$ cat config.mk
export PLATFORM = sky130hd
export DESIGN_NAME = mult4_rr_sched
export DESIGN_NICKNAME = d
export VERILOG_FILES = /design/src/rtl/mult4_rr_sched_pkg.sv /design/src/rtl/mult4_rr_sched_cells.sv /design/src/rtl/mult4_rr_sched_rr_arb.sv /design/src/rtl/mult4_rr_sched.sv
export SDC_FILE = /design/constraint.sdc
export NUM_CORES = 1
export LEC_CHECK = 0
export ABC_AREA = 0
export BUFFER_PORTS_ARGS = -buffer_cell sky130_fd_sc_hd__clkbuf_2
export CAP_MARGIN = 30
export CORE_MARGIN = 5
export CORE_UTILIZATION = 40
export DETAILED_ROUTE_END_ITERATION = 8
export PLACE_DENSITY = 0.66
export SLEW_MARGIN = 20
export SYNTH_ARGS = -nofsm -noshare
export SYNTH_HDL_FRONTEND = slang
export SYNTH_SLANG_ARGS = --single-unit
$ cat constraint.sdc
create_clock -name clk -period 5.6 [get_ports clk]
set_clock_uncertainty 0.2 [all_clocks]
set_input_delay 0.28 -clock clk [delete_from_list [all_inputs] [get_ports clk]]
set_output_delay 0.28 -clock clk [all_outputs]
set_load 0.005 [all_outputs]
$ cat src/rtl/mult4_rr_sched_pkg.sv
// Shared types and widths for the round-robin Mult4 / Mult4_TT3 scheduler.
package mult4_sched_pkg;

  typedef enum logic {
    IDLE = 1'b0,
    FULL = 1'b1
  } slot_state_t;

  localparam int PROD_W = 8;
  localparam int OPND_W = 4;
  localparam int ID_W   = 3;

endpackage

$ cat src/rtl/mult4_rr_sched_cells.sv
// Multiplier cells: exact 4x4 product and an approximate product that drops
// every partial-product bit landing in the three least-significant columns.
module Mult4 (
  input  logic [3:0] a,
  input  logic [3:0] b,
  output logic [7:0] p
);
  assign p = {4'b0000, a} * {4'b0000, b};
endmodule

module Mult4_TT3 (
  input  logic [3:0] a,
  input  logic [3:0] b,
  output logic [7:0] p
);
  always_comb begin
    p = '0;
    for (int i = 0; i < 4; i++) begin
      for (int j = 0; j < 4; j++) begin
        if (i + j >= 3) begin
          p = p + ({7'b0000000, a[i] & b[j]} << (i + j));
        end
      end
    end
  end
endmodule

$ cat src/rtl/mult4_rr_sched_rr_arb.sv
// Rotating-priority arbiter: first asserted request at or above ptr wins,
// otherwise the lowest asserted request overall (wrap-around).
module rr_arb
  import mult4_sched_pkg::*;
#(
  parameter int NUM_REQ = 4
) (
  input  logic [NUM_REQ-1:0] req,
  input  logic [ID_W-1:0]    ptr,
  input  logic               en,
  output logic [NUM_REQ-1:0] gnt,
  output logic [ID_W-1:0]    gnt_idx
);

  logic [NUM_REQ-1:0] hi_req;

  always_comb begin
    hi_req = '0;
    for (int i = 0; i < NUM_REQ; i++) begin
      hi_req[i] = req[i] && (ID_W'(i) >= ptr);
    end
  end

  // Descending scans leave the lowest matching index as the winner.
  always_comb begin
    gnt     = '0;
    gnt_idx = '0;
    if (|hi_req) begin
      for (int i = NUM_REQ - 1; i >= 0; i--) begin
        if (hi_req[i]) begin
          gnt     = '0;
          gnt[i]  = 1'b1;
          gnt_idx = ID_W'(i);
        end
      end
    end else begin
      for (int i = NUM_REQ - 1; i >= 0; i--) begin
        if (req[i]) begin
          gnt     = '0;
          gnt[i]  = 1'b1;
          gnt_idx = ID_W'(i);
        end
      end
    end
    if (!en) gnt = '0;
  end

endmodule

$ cat src/rtl/mult4_rr_sched.sv
// Shares one exact and one approximate 4x4 multiplier among NUM_REQ requesters
// with round-robin grant, a single response slot and a saturating error sum.
module mult4_rr_sched
  import mult4_sched_pkg::*;
#(
  parameter int NUM_REQ = 4,
  parameter int ACC_W   = 16
) (
  input  logic                  clk,
  input  logic                  rst,
  input  logic [NUM_REQ-1:0]    req_valid,
  output logic [NUM_REQ-1:0]    req_ready,
  input  logic [4*NUM_REQ-1:0]  req_a,
  input  logic [4*NUM_REQ-1:0]  req_b,
  input  logic [NUM_REQ-1:0]    req_approx,
  output logic                  rsp_valid,
  input  logic                  rsp_ready,
  output logic [7:0]            rsp_product,
  output logic [7:0]            rsp_exact,
  output logic [7:0]            rsp_err,
  output logic [2:0]            rsp_id,
  output logic                  rsp_mode,
  input  logic                  acc_clr,
  output logic [ACC_W-1:0]      err_acc
);

  function automatic logic [ACC_W-1:0] sat_add(input logic [ACC_W-1:0] acc,
                                               input logic [PROD_W-1:0] inc);
    logic [ACC_W:0] sum;
    sum = {1'b0, acc} + {{(ACC_W + 1 - PROD_W){1'b0}}, inc};
    return sum[ACC_W] ? {ACC_W{1'b1}} : sum[ACC_W-1:0];
  endfunction

  slot_state_t         state_q, state_d;
  logic [ID_W-1:0]     ptr_q;
  logic                slot_free;
  logic [NUM_REQ-1:0]  gnt;
  logic [ID_W-1:0]     gnt_idx;
  logic                gnt_any;
  logic [OPND_W-1:0]   a_p0, b_p0;
  logic                mode_p0;
  logic [PROD_W-1:0]   exact_p0, approx_p0, err_p0;

  logic [PROD_W-1:0]   prod_p1, exact_p1, err_p1;
  logic [ID_W-1:0]     id_p1;
  logic                mode_p1;
  logic                vld_p1;
  logic [ACC_W-1:0]    acc_q;

  assign slot_free = (state_q == IDLE) | rsp_ready;

  rr_arb #(.NUM_REQ(NUM_REQ)) u_arb (
    .req     (req_valid),
    .ptr     (ptr_q),
    .en      (slot_free & ~rst),
    .gnt     (gnt),
    .gnt_idx (gnt_idx)
  );

  assign req_ready = gnt;
  assign gnt_any   = |gnt;

  // Stage p0: operand select and both products for the granted requester.
  always_comb begin
    a_p0    = '0;
    b_p0    = '0;
    mode_p0 = 1'b0;
    for (int i = 0; i < NUM_REQ; i++) begin
      if (gnt[i]) begin
        a_p0    = req_a[OPND_W*i +: OPND_W];
        b_p0    = req_b[OPND_W*i +: OPND_W];
        mode_p0 = req_approx[i];
      end
    end
  end

  Mult4     u_exact  (.a(a_p0), .b(b_p0), .p(exact_p0));
  Mult4_TT3 u_approx (.a(a_p0), .b(b_p0), .p(approx_p0));

  assign err_p0 = (exact_p0 >= approx_p0) ? (exact_p0 - approx_p0)
                                          : (approx_p0 - exact_p0);

  always_comb begin
    state_d = state_q;
    case (state_q)
      IDLE: if (gnt_any) state_d = FULL;
      FULL: if (rsp_ready && !gnt_any) state_d = IDLE;
      default: state_d = IDLE;
    endcase
  end

  always_ff @(posedge clk or posedge rst) begin
    if (rst) begin
      state_q <= IDLE;
      ptr_q   <= '0;
    end else begin
      state_q <= state_d;
      if (gnt_any) begin
        ptr_q <= (gnt_idx == ID_W'(NUM_REQ - 1)) ? '0 : gnt_idx + ID_W'(1);
      end
    end
  end

  // Stage p1: response slot, loaded whenever a request transfers.
  always_ff @(posedge clk or posedge rst) begin
    if (rst) begin
      prod_p1  <= '0;
      exact_p1 <= '0;
      err_p1   <= '0;
      id_p1    <= '0;
      mode_p1  <= 1'b0;
    end else if (gnt_any) begin
      prod_p1  <= mode_p0 ? approx_p0 : exact_p0;
      exact_p1 <= exact_p0;
      err_p1   <= err_p0;
      id_p1    <= gnt_idx;
      mode_p1  <= mode_p0;
    end
  end

  assign vld_p1 = (state_q == FULL);

  always_ff @(posedge clk or posedge rst) begin
    if (rst) begin
      acc_q <= '0;
    end else if (acc_clr) begin
      acc_q <= '0;
    end else if (vld_p1 && rsp_ready && mode_p1) begin
      acc_q <= sat_add(acc_q, err_p1);
    end
  end

  assign rsp_valid   = vld_p1;
  assign rsp_product = prod_p1;
  assign rsp_exact   = exact_p1;
  assign rsp_err     = err_p1;
  assign rsp_id      = id_p1;
  assign rsp_mode    = mode_p1;
  assign err_acc     = acc_q;

endmodule
; After elaboration in Yosys (flattened, before gate mapping)
; Cells that the tools add are included.
[totals]
regBits = 48
in_bits = 44
[classes]
addsub = 13
mul = 1
order_cmp = 5
eq_ne = 1
mux = 40
n_bitwise = 14
reduce_logical = 11
[ops]
columns = operator, n
row1 = $mux 4, 18
row2 = $mux 16, 3
row3 = $add 8x5->8, 3
row4 = $add 16x8->17, 1
row5 = $add 8x4->8, 2
row6 = $add 8x6->8, 2
row7 = $mux 2, 8
row8 = $mux 8, 2
row9 = $sub 8x8->8, 2
row10 = $and 1x1->1, 11
row11 = $add 8x7->8, 1
row12 = $ge 8x8->1, 1
row13 = $mul 4x4->8, 1
row14 = $reduce_or 4->1, 2
row15 = $logic_and 1x1->1, 7
row16 = $ge 1x3->1 const A, 2
row17 = $ge 2x3->1 const A, 2
row18 = $mux 1, 6
row19 = $mux 3, 2
row20 = $add 4x4->5, 1
row21 = $add 3x1->3 const B, 1
row22 = $eq 3x2->1 const B, 1
row23 = $not 1->1, 2
row24 = $pmux 1 s2, 1
row25 = 3 further kinds, 3

; Longest topological paths before layout
; Gate-level depths: netlist of run 1.
[depth]
word_depth = 24
depth_mapped = 27
depth_no_buf = 25

; By module
; Synthesis of run 1 repeated with hierarchy kept, for this count alone.
[unflattened]
hier_cells = 513
hier_area_um2 = 4262.8
[by_module_without_submodules]
columns = mod, instances, cells_per_inst, area_each_um2
row1 = mult4_rr_sched, 1, 390, 3293.2
row2 = Mult4, 1, 51, 449.2
row3 = Mult4_TT3, 1, 33, 269.0
row4 = rr_arb, 1, 39, 251.5

; Worst setup path before layout of run 1
; OpenSTA, ideal clock, no wires.
[synth_timing]
path_kind = register -> register
start = reg state_q (netlist: rsp_valid)
end = reg err_p1[6] (netlist: rsp_err[6])
setup_ns = 0.077
t_arrival_ns = 5.374
t_required_ns = 5.323
setup_slack_ns = -0.052
stages_incl_launch_ff = 24
n_path_buf = 1
period_less_slack_ns = 5.652
cell_sequence = dfrtp_1 -> nor2b_1 -> nor3_2 -> a21boi_2 -> a222oi_1 -> a21oi_1 -> nand2_1 -> fa_1 -> inv_1 -> fa_1 -> inv_1 -> fa_1 -> xor2_1 -> inv_1 -> ha_1 -> o21a_1 -> o21ai_1 -> a21boi_1 -> o21ai_1 -> nand2b_1 -> buf_2 -> mux2_1 -> xor2_1 -> a21oi_1
[synth_lines]
columns = item, line
row1 = "start, declared", mult4_rr_sched.sv:34  ; slot_state_t state_q, state_d;
row2 = "start signal, assigned", mult4_rr_sched.sv:97  ; state_q <= state_d;
row3 = $not 1->1 *, --
row4 = $or 1x1->1 *, mult4_rr_sched.sv:50  ; assign slot_free = (state_q == IDLE) | rsp_ready;
row5 = $and 1x1->1 *, mult4_rr_sched.sv:55  ; .en (slot_free & ~rst),
row6 = $mux 4 *, mult4_rr_sched_rr_arb.sv:45  ; if (!en) gnt = '0;
row7 = named net req_ready[2], mult4_rr_sched.sv:12  ; output logic [NUM_REQ-1:0] req_ready,
row8 = $mux 4 (2 in series), mult4_rr_sched.sv:69  ; if (gnt[i]) begin
row9 = $mul 4x4->8 *, mult4_rr_sched_cells.sv:8  ; assign p = {4'b0000, a} * {4'b0000, b};
row10 = named net exact_p0[4], mult4_rr_sched.sv:42  ; logic [PROD_W-1:0] exact_p0, approx_p0, err_p0;
row11 = $sub 8x8->8 (tied with other cells), mult4_rr_sched.sv:81  ; : (approx_p0 - exact_p0);
row12 = $mux 8 *, mult4_rr_sched.sv:80  ; assign err_p0 = (exact_p0 >= approx_p0) ? (exact_p0 - approx_p0)
row13 = "end signal, assigned", mult4_rr_sched.sv:115  ; err_p1 <= err_p0;
row14 = "end, declared", mult4_rr_sched.sv:44  ; logic [PROD_W-1:0] prod_p1, exact_p1, err_p1;
; The timed path passes the listed nets; every way through them passes the cells marked *.
; A chain may end at the register's enable or synchronous reset.

; Worst setup path after layout of run 1
[layout_timing]
start = reg ptr_q[0]
end = reg err_p1[7] (netlist: rsp_err[7])
[layout_lines]
columns = item, line
row1 = "start, declared", mult4_rr_sched.sv:35  ; logic [ID_W-1:0] ptr_q;
row2 = "start signal, assigned", mult4_rr_sched.sv:99  ; ptr_q <= (gnt_idx == ID_W'(NUM_REQ - 1)) ? '0 : gnt_idx + ID_W'(1);
row3 = $ge 2x3->1, mult4_rr_sched_rr_arb.sv:20  ; hi_req[i] = req[i] && (ID_W'(i) >= ptr);
row4 = $logic_and 1x1->1, mult4_rr_sched_rr_arb.sv:20
row5 = $mux 4 (3 in series), mult4_rr_sched_rr_arb.sv:30  ; if (hi_req[i]) begin
row6 = $mux 4 *, mult4_rr_sched_rr_arb.sv:28  ; if (|hi_req) begin
row7 = $mux 4 *, mult4_rr_sched_rr_arb.sv:45
row8 = $mux 4 (4 in series), mult4_rr_sched.sv:69
row9 = $mul 4x4->8 *, mult4_rr_sched_cells.sv:8
row10 = named net exact_p0[3], mult4_rr_sched.sv:42
row11 = $sub 8x8->8 (tied with other cells), mult4_rr_sched.sv:81
row12 = $mux 8 *, mult4_rr_sched.sv:80
; Marks and branches as above.

==> results.toml, run 1 <==
[run_status]
outcome = "complete, no violations"

[layout]
layout_common_cells = "clkbuf_2, nand2_1, inv_1"
synthToLayoutAreaGrowth_pct = 28.2
final_common_cell = "clkbuf_2"
fin_util_pct = 52.5
drive_above_1_share_pct = 32.0
diodes = 0
nets = 648

[cts]
cts_sinks = 45
root_buffer = "clkbuf_8"
clk_pin_slew_ns = 0.09
cts_inserted_buffers = 5
htreeDepth = 2
clockBufferDepth = 2
cts_tree = "yes"
clk_latency_ns = 0.31

[synth]
async_flop_share_pct = 100
ys_warn_count = 0
synth.top_cell.area_share_pct = 29.9
synth_top_flop_cell = "dfrtp_1"
synth_edf_count = 0
synth-seq-cells = 45
synthTopCellsByArea = "dfrtp_1, ha_1, nand2_1"
yosysSeqAreaShare_pct = 29.9
syn_area_per_cell_um2 = 8.54
synth_cells = 441
yosysUniqueCellTypes = 64
synthesis.area_um2 = 3760
yosysTopAreaCell = "dfrtp_1"
synthesis.nets = 528

[pwr]
power_density_nw_per_um2 = 476
power_leakage_uw = 0.00245
peakVddDrop_mv = 0.233

[place]
gp_congestion = 0.859
port_buffers = 91
hpwlAfterDp_um = 7910

[worst_setup_path]
slowest_stage = "fa_1"
critPathArrivalTime_ns = 5.44
setup.worst_path.class = "register to register"
worstPathRequired_ns = 5.59
path_cells = "nor3b_1 -> o21ai_2 -> a21boi_4 -> a222oi_1 -> a21oi_1 -> nand2_1 -> fa_1 -> inv_1 -> fa_1 -> inv_1 -> fa_2 -> inv_1 -> ha_1 -> o21a_1 -> o21ai_2 -> buf_4 -> a41oi_2 -> o21ai_1 -> o211ai_1 -> a41o_1 -> xnor2_1 -> o21ai_1"
cpPeakStageDelay_ns = 0.56
end_kind = "register"
setup.worst_path.start_class = "register"
critPathMaxFanout = 7
crit_top_cell = "inv_1"

[global_route]
grtUsageTotal_pct = 17.4
grt-ovfl-total = 0
grt_max_degree = 31
grt_pass1_wl_um = 16400
antenna_found_initial = 0
grt_pass1_vias = 3657

[detailed_routing]
routed-via-count = 3658
drt_iter0_markers = 204
first_pass_iters = 4
drcViolationCount = 0
routedWlPerCell_um = 15.1
finalWirelength_um = 10200
postRouteAntennaNets = 0
viasPerCell = 5.44

[sta]
hold_viol = 0
finalCritPeriodShare_pct = 97.2
hold_ws_ns = 0.0509
final_max_slew_viol_count = 0
setup_viol = 0
relSlewSlack_pct = 42.8
worst_slew_pin_slew_ns = 0.857
layout_min_cycle_time_ns = 5.44
setup-tns-final_ns = 0
fmax_ghz = 0.184

[floorplanning]
start_util_pct = 40.9
dieArea_um2 = 11500
core_um2 = 9200
io_pins = 93
row_count = 35
fp.dieH_um = 107
die_x_um = 107

[min_path]
min_path_type = "primary input to register"

[flow_run]
cap_violations = 0
## per-layer routing
metal | wire (um) | track usage, % | up-vias | part of all wire (%)
met2 | 5160 | 31.3 | 78 | 51
met4 | 169 | 3.65 | 0 | 1.7
met3 | 377 | 3.49 | 16 | 3.7
li1 | - | - | 1796 | -
met5 | 0 | 0 | - | 0
met1 | 4470 | 21.4 | 1768 | 44
## metrics by stage
| stage | cell area, um2 | worst slack (ns) | total power, uW | cells |
|---|---|---|---|---|
| floorplan | 3790 | 0.0109 | 1460 | 441 |
| CTS | 4630 | 0.0588 | 2150 | 665 |
| global placement | 4500 | 0.0806 | 1890 | 653 |
| detailed placement | 4520 | -0.177 | 1920 | 654 |
| finish | 4830 | 0.158 | 2300 | 673 |
| global route | 4830 | -0.0905 | 2500 | 673 |
## repair_timing
action,4_1_cts,5_1_grt
setup endpoints to repair,6,7
pin swaps,1,18
hold buffers,1,0
resized for setup,2,26
endpoints found under the hold margin,16,0
setup buffers,2,8
## Yosys cell counts (all sizes together) (3+ instances only)
cell type	number
a21o	3
ha	34
nand3	5
nor2b	4
and3	6
nand2	49
a21boi	6
nand2b	3
o21a	5
a222oi	8
xnor2	11
nor2	39
fa	9
o22ai	7
dfrtp	45
o21ai	32
and2	16
nor3	8
o21bai	3
a31oi	6
inv	48
nor3b	4
clkbuf	7
o221ai	5
a311oi	3
buf	10
a21oi	27
mux2i	3
xor2	3
## path summary, 6_finish.rpt
kind	start	end	slack (ns)	depth (start not counted)
max in group asynchronous	rst	ptr_q[0]	4.34	4
worst max register to register	ptr_q[0]	rsp_err[7]	0.16	22
min in group asynchronous	rst	rsp_product[2]	0.37	3
worst min register to register	rsp_exact[1]	rsp_exact[1]	0.28	2
worst max-delay path	ptr_q[0]	rsp_err[7]	0.16	22
worst min-delay path	acc_clr	err_acc[14]	0.05	2
## critical path, delay by kind of cell, from the launching register on
| family | cells | cell delay (ns) |
|---|---|---|
| DFF | 1 | 0.46 |
| adders and majority gates | 4 | 1.89 |
| buffers and inverters | 4 | 0.33 |
| AOI/OAI and AO/OA | 11 | 1.86 |
| and+or+nand+nor | 2 | 0.42 |
| xor gates and xnor gates | 1 | 0.18 |
## kinds of logic (layout without fill, tap and decap cells)
group	Yosys count	in the layout	share of synthesized area, %
flip-flops	45	45	29.9
other	1	1	0.0996
multiplexers	5	5	1.40
AO/OA/AOI/OAI	125	125	23.6
XOR/XNOR	14	14	3.26
adder cells (fa/ha/maj)	43	43	16.1
AND/OR/NAND/NOR	143	143	18.6
buffers and inverters	65	186	7.01
## report_power, final
part | total (uW) | switching (uW) | internal, uW
clock network | 207 | 120 | 86.9
registers | 509 | 81.0 | 428
logic | 1580 | 827 | 756
## sequential cells by signal (all words and copies together) (netlist names)
register and count:
rsp_product 8, rsp_exact 8, rsp_err 7, rsp_id 2, rsp_valid 1, ptr_q 2, rsp_mode 1, err_acc 16
## cell type report
cell class / count / area [um2]
flip-flops and latches: 45 / 1130
repair buffers: 130 / 774
well taps: 111 / 139
multi-input cells: 331 / 2520
inverters: 48 / 180
clock buffers: 6 / 72.6
fillers: 841 / 4370
clock inverters: 2 / 10.0
Note: power is estimated with default switching activity, not from simulation.
==> run 2, diff against run 1 <==
--- a/config.mk
+++ b/config.mk
@@ -8,7 +8,7 @@
 export ABC_AREA = 0
 export BUFFER_PORTS_ARGS = -buffer_cell sky130_fd_sc_hd__clkbuf_2
 export CAP_MARGIN = 30
-export CORE_MARGIN = 5
+export CORE_MARGIN = 8
 export CORE_UTILIZATION = 40
 export DETAILED_ROUTE_END_ITERATION = 8
 export PLACE_DENSITY = 0.66
==> results.toml, run 2 (same netlist as run 1, synthesis figures left out) <==
[layout]
drive_above_1_share_pct = 32.6
final_common_cell = "clkbuf_2"
largest_reg_flops = 16
layout_common_cells = "clkbuf_2, nand2_1, inv_1"
postLayoutCellArea_um2 = 4830
diodes = 0
fin_util_pct = 52.5
fin_cells = 669
synthToLayoutAreaGrowth_pct = 28.2
nets = 644

[min_path]
min_path_type = "primary input to register"
worstHoldStart = "acc_clr"

[sta]
final_max_slew_viol_count = 0
setup_viol = 0
layout_min_cycle_time_ns = 5.39
hold_viol = 0
fmax_ghz = 0.185
worst_slew_pin_slew_ns = 0.902
relSlewSlack_pct = 39.8
finalCritPeriodShare_pct = 96.3
hold_ws_ns = 0.0603

[detailed_routing]
first_pass_iters = 7
postRouteAntennaNets = 0
viasPerCell = 5.42
drcViolationCount = 0
finalWirelength_um = 10500
routedWlPerCell_um = 15.7
drt_iter0_markers = 180
routed-via-count = 3624

[floorplanning]
io_pins = 93
core_um2 = 9200
row_count = 35
die_x_um = 113
fp.dieH_um = 113
dieArea_um2 = 12800
start_util_pct = 40.9

[global_route]
grt-ovfl-total = 0
grt_pass1_vias = 3642
antenna_found_initial = 0
grt_max_degree = 31
grtUsageTotal_pct = 16.1
grt_pass1_wl_um = 17200

[worst_setup_path]
setup.worst_path.class = "register to register"
cp_num_buf_inv = 5
worst-r2r-cell-count = 23
cpPeakStageDelay_ns = 0.54
endpoint = "rsp_err[3]"
end_kind = "register"
crit_start = "ptr_q[0]"
crit_top_cell = "inv_1"
path_cells = "buf_4 -> nor3b_2 -> o21ai_2 -> a21boi_4 -> a222oi_1 -> a21oi_1 -> nand2_1 -> fa_1 -> inv_1 -> fa_1 -> inv_1 -> fa_2 -> inv_1 -> ha_1 -> o21a_1 -> o21ai_2 -> a21boi_4 -> o21ai_4 -> nand2b_4 -> buf_6 -> a21oi_2 -> xnor2_1 -> mux2_2"
rr_startpoint = "ptr_q[0]"
cp.depth = 23
r2r-end = "rsp_err[3]"
critPathMaxFanout = 7
slowest_stage = "fa_1"
setup.worst_path.start_class = "register"
critPathArrivalTime_ns = 5.39
worstPathRequired_ns = 5.59
crit_family = "adder cells"
r2r_slack_ns = 0.21

[cts]
clk_pin_slew_ns = 0.10
root_buffer = "clkbuf_8"
clk_latency_ns = 0.31
cts_sinks = 45
cts_inserted_buffers = 5
clockBufferDepth = 2
cts_tree = "yes"
htreeDepth = 2

[place]
port_buffers = 91
dpl.cell_count = 646
place_area_um2 = 4460
gp_congestion = 0.859
hpwlAfterDp_um = 8150

[pwr]
power.total_uw = 2310
peakVddDrop_mv = 0.221
power_leakage_uw = 0.00246
power_density_nw_per_um2 = 479

[flow_run]
cap_violations = 0

[run_status]
outcome = "complete, no violations"
[run 2: what timing repair did]
action / CTS / global route
gates resized for setup: 4 / 32
setup endpoints to repair: 6 / 7
endpoints found under the hold margin: 15 / 0
pin swaps: 4 / 24
setup buffers: 2 / 11
hold buffers: 1 / 0
[run 2: per-layer routing]
metal	vias up	routed length (um)	GRT usage (%)
met3	11	481	3.14
met2	93	5340	28.5
met5	-	0	0
met1	1729	4560	19.4
met4	0	142	4.09
li1	1791	-	-
[run 2: stage by stage]
step / setup TNS, ns / worst slack (ns)
after floorplan: 0 / 0.0109
after global placement: 0 / 0.126
final: 0 / 0.207
after detailed placement: -0.228 / -0.0674
after global routing: -0.0793 / -0.0249
after CTS: 0 / 0.00403
[run 2: final cells by class]
cell class                      count  area [um2]
Inverter                           48         180
Clock inverter                      3        21.3
Tap cell                          111         139
Sequential cell                    45        1130
Fill cell                         845        4370
Multi-Input combinational cell    331        2540
Clock buffer                        5        68.8
Timing Repair Buffer              126         748
[run 2: worst min path at each step]
stage	cells past startpoint	slack, ns	end
6_report	2	0.06	err_acc[10]
5_1_grt	2	0.08	err_acc[1]
4_1_cts	2	0.05	err_acc[14]
3_5_place_dp	2	0.12	ptr_q[0]
3_3_place_gp	2	0.25	rsp_exact[2]
2_1_floorplan	2	0.26	rsp_exact[1]
[run 2: power breakdown]
group | internal, uW | switching [uW] | leakage, uW | total (uW)
clock network | 88.9 | 125 | 0.0000445 | 214
logic | 758 | 819 | 0.00182 | 1580
registers | 429 | 93.1 | 0.000594 | 522
total | 1280 | 1040 | 0.00246 | 2310
[run 2: worst reg2reg max path: stages (launching register included)]
cell,delay (ns)
dfrtp_2,0.48
buf_4,0.16
nor3b_2,0.19
o21ai_2,0.11
a21boi_4,0.27
a222oi_1,0.15
a21oi_1,0.21
nand2_1,0.11
fa_1,0.54
inv_1,0.05
fa_1,0.51
inv_1,0.06
fa_2,0.53
inv_1,0.04
ha_1,0.30
o21a_1,0.19
o21ai_2,0.22
a21boi_4,0.10
o21ai_4,0.19
nand2b_4,0.09
buf_6,0.12
a21oi_2,0.12
xnor2_1,0.08
mux2_2,0.26
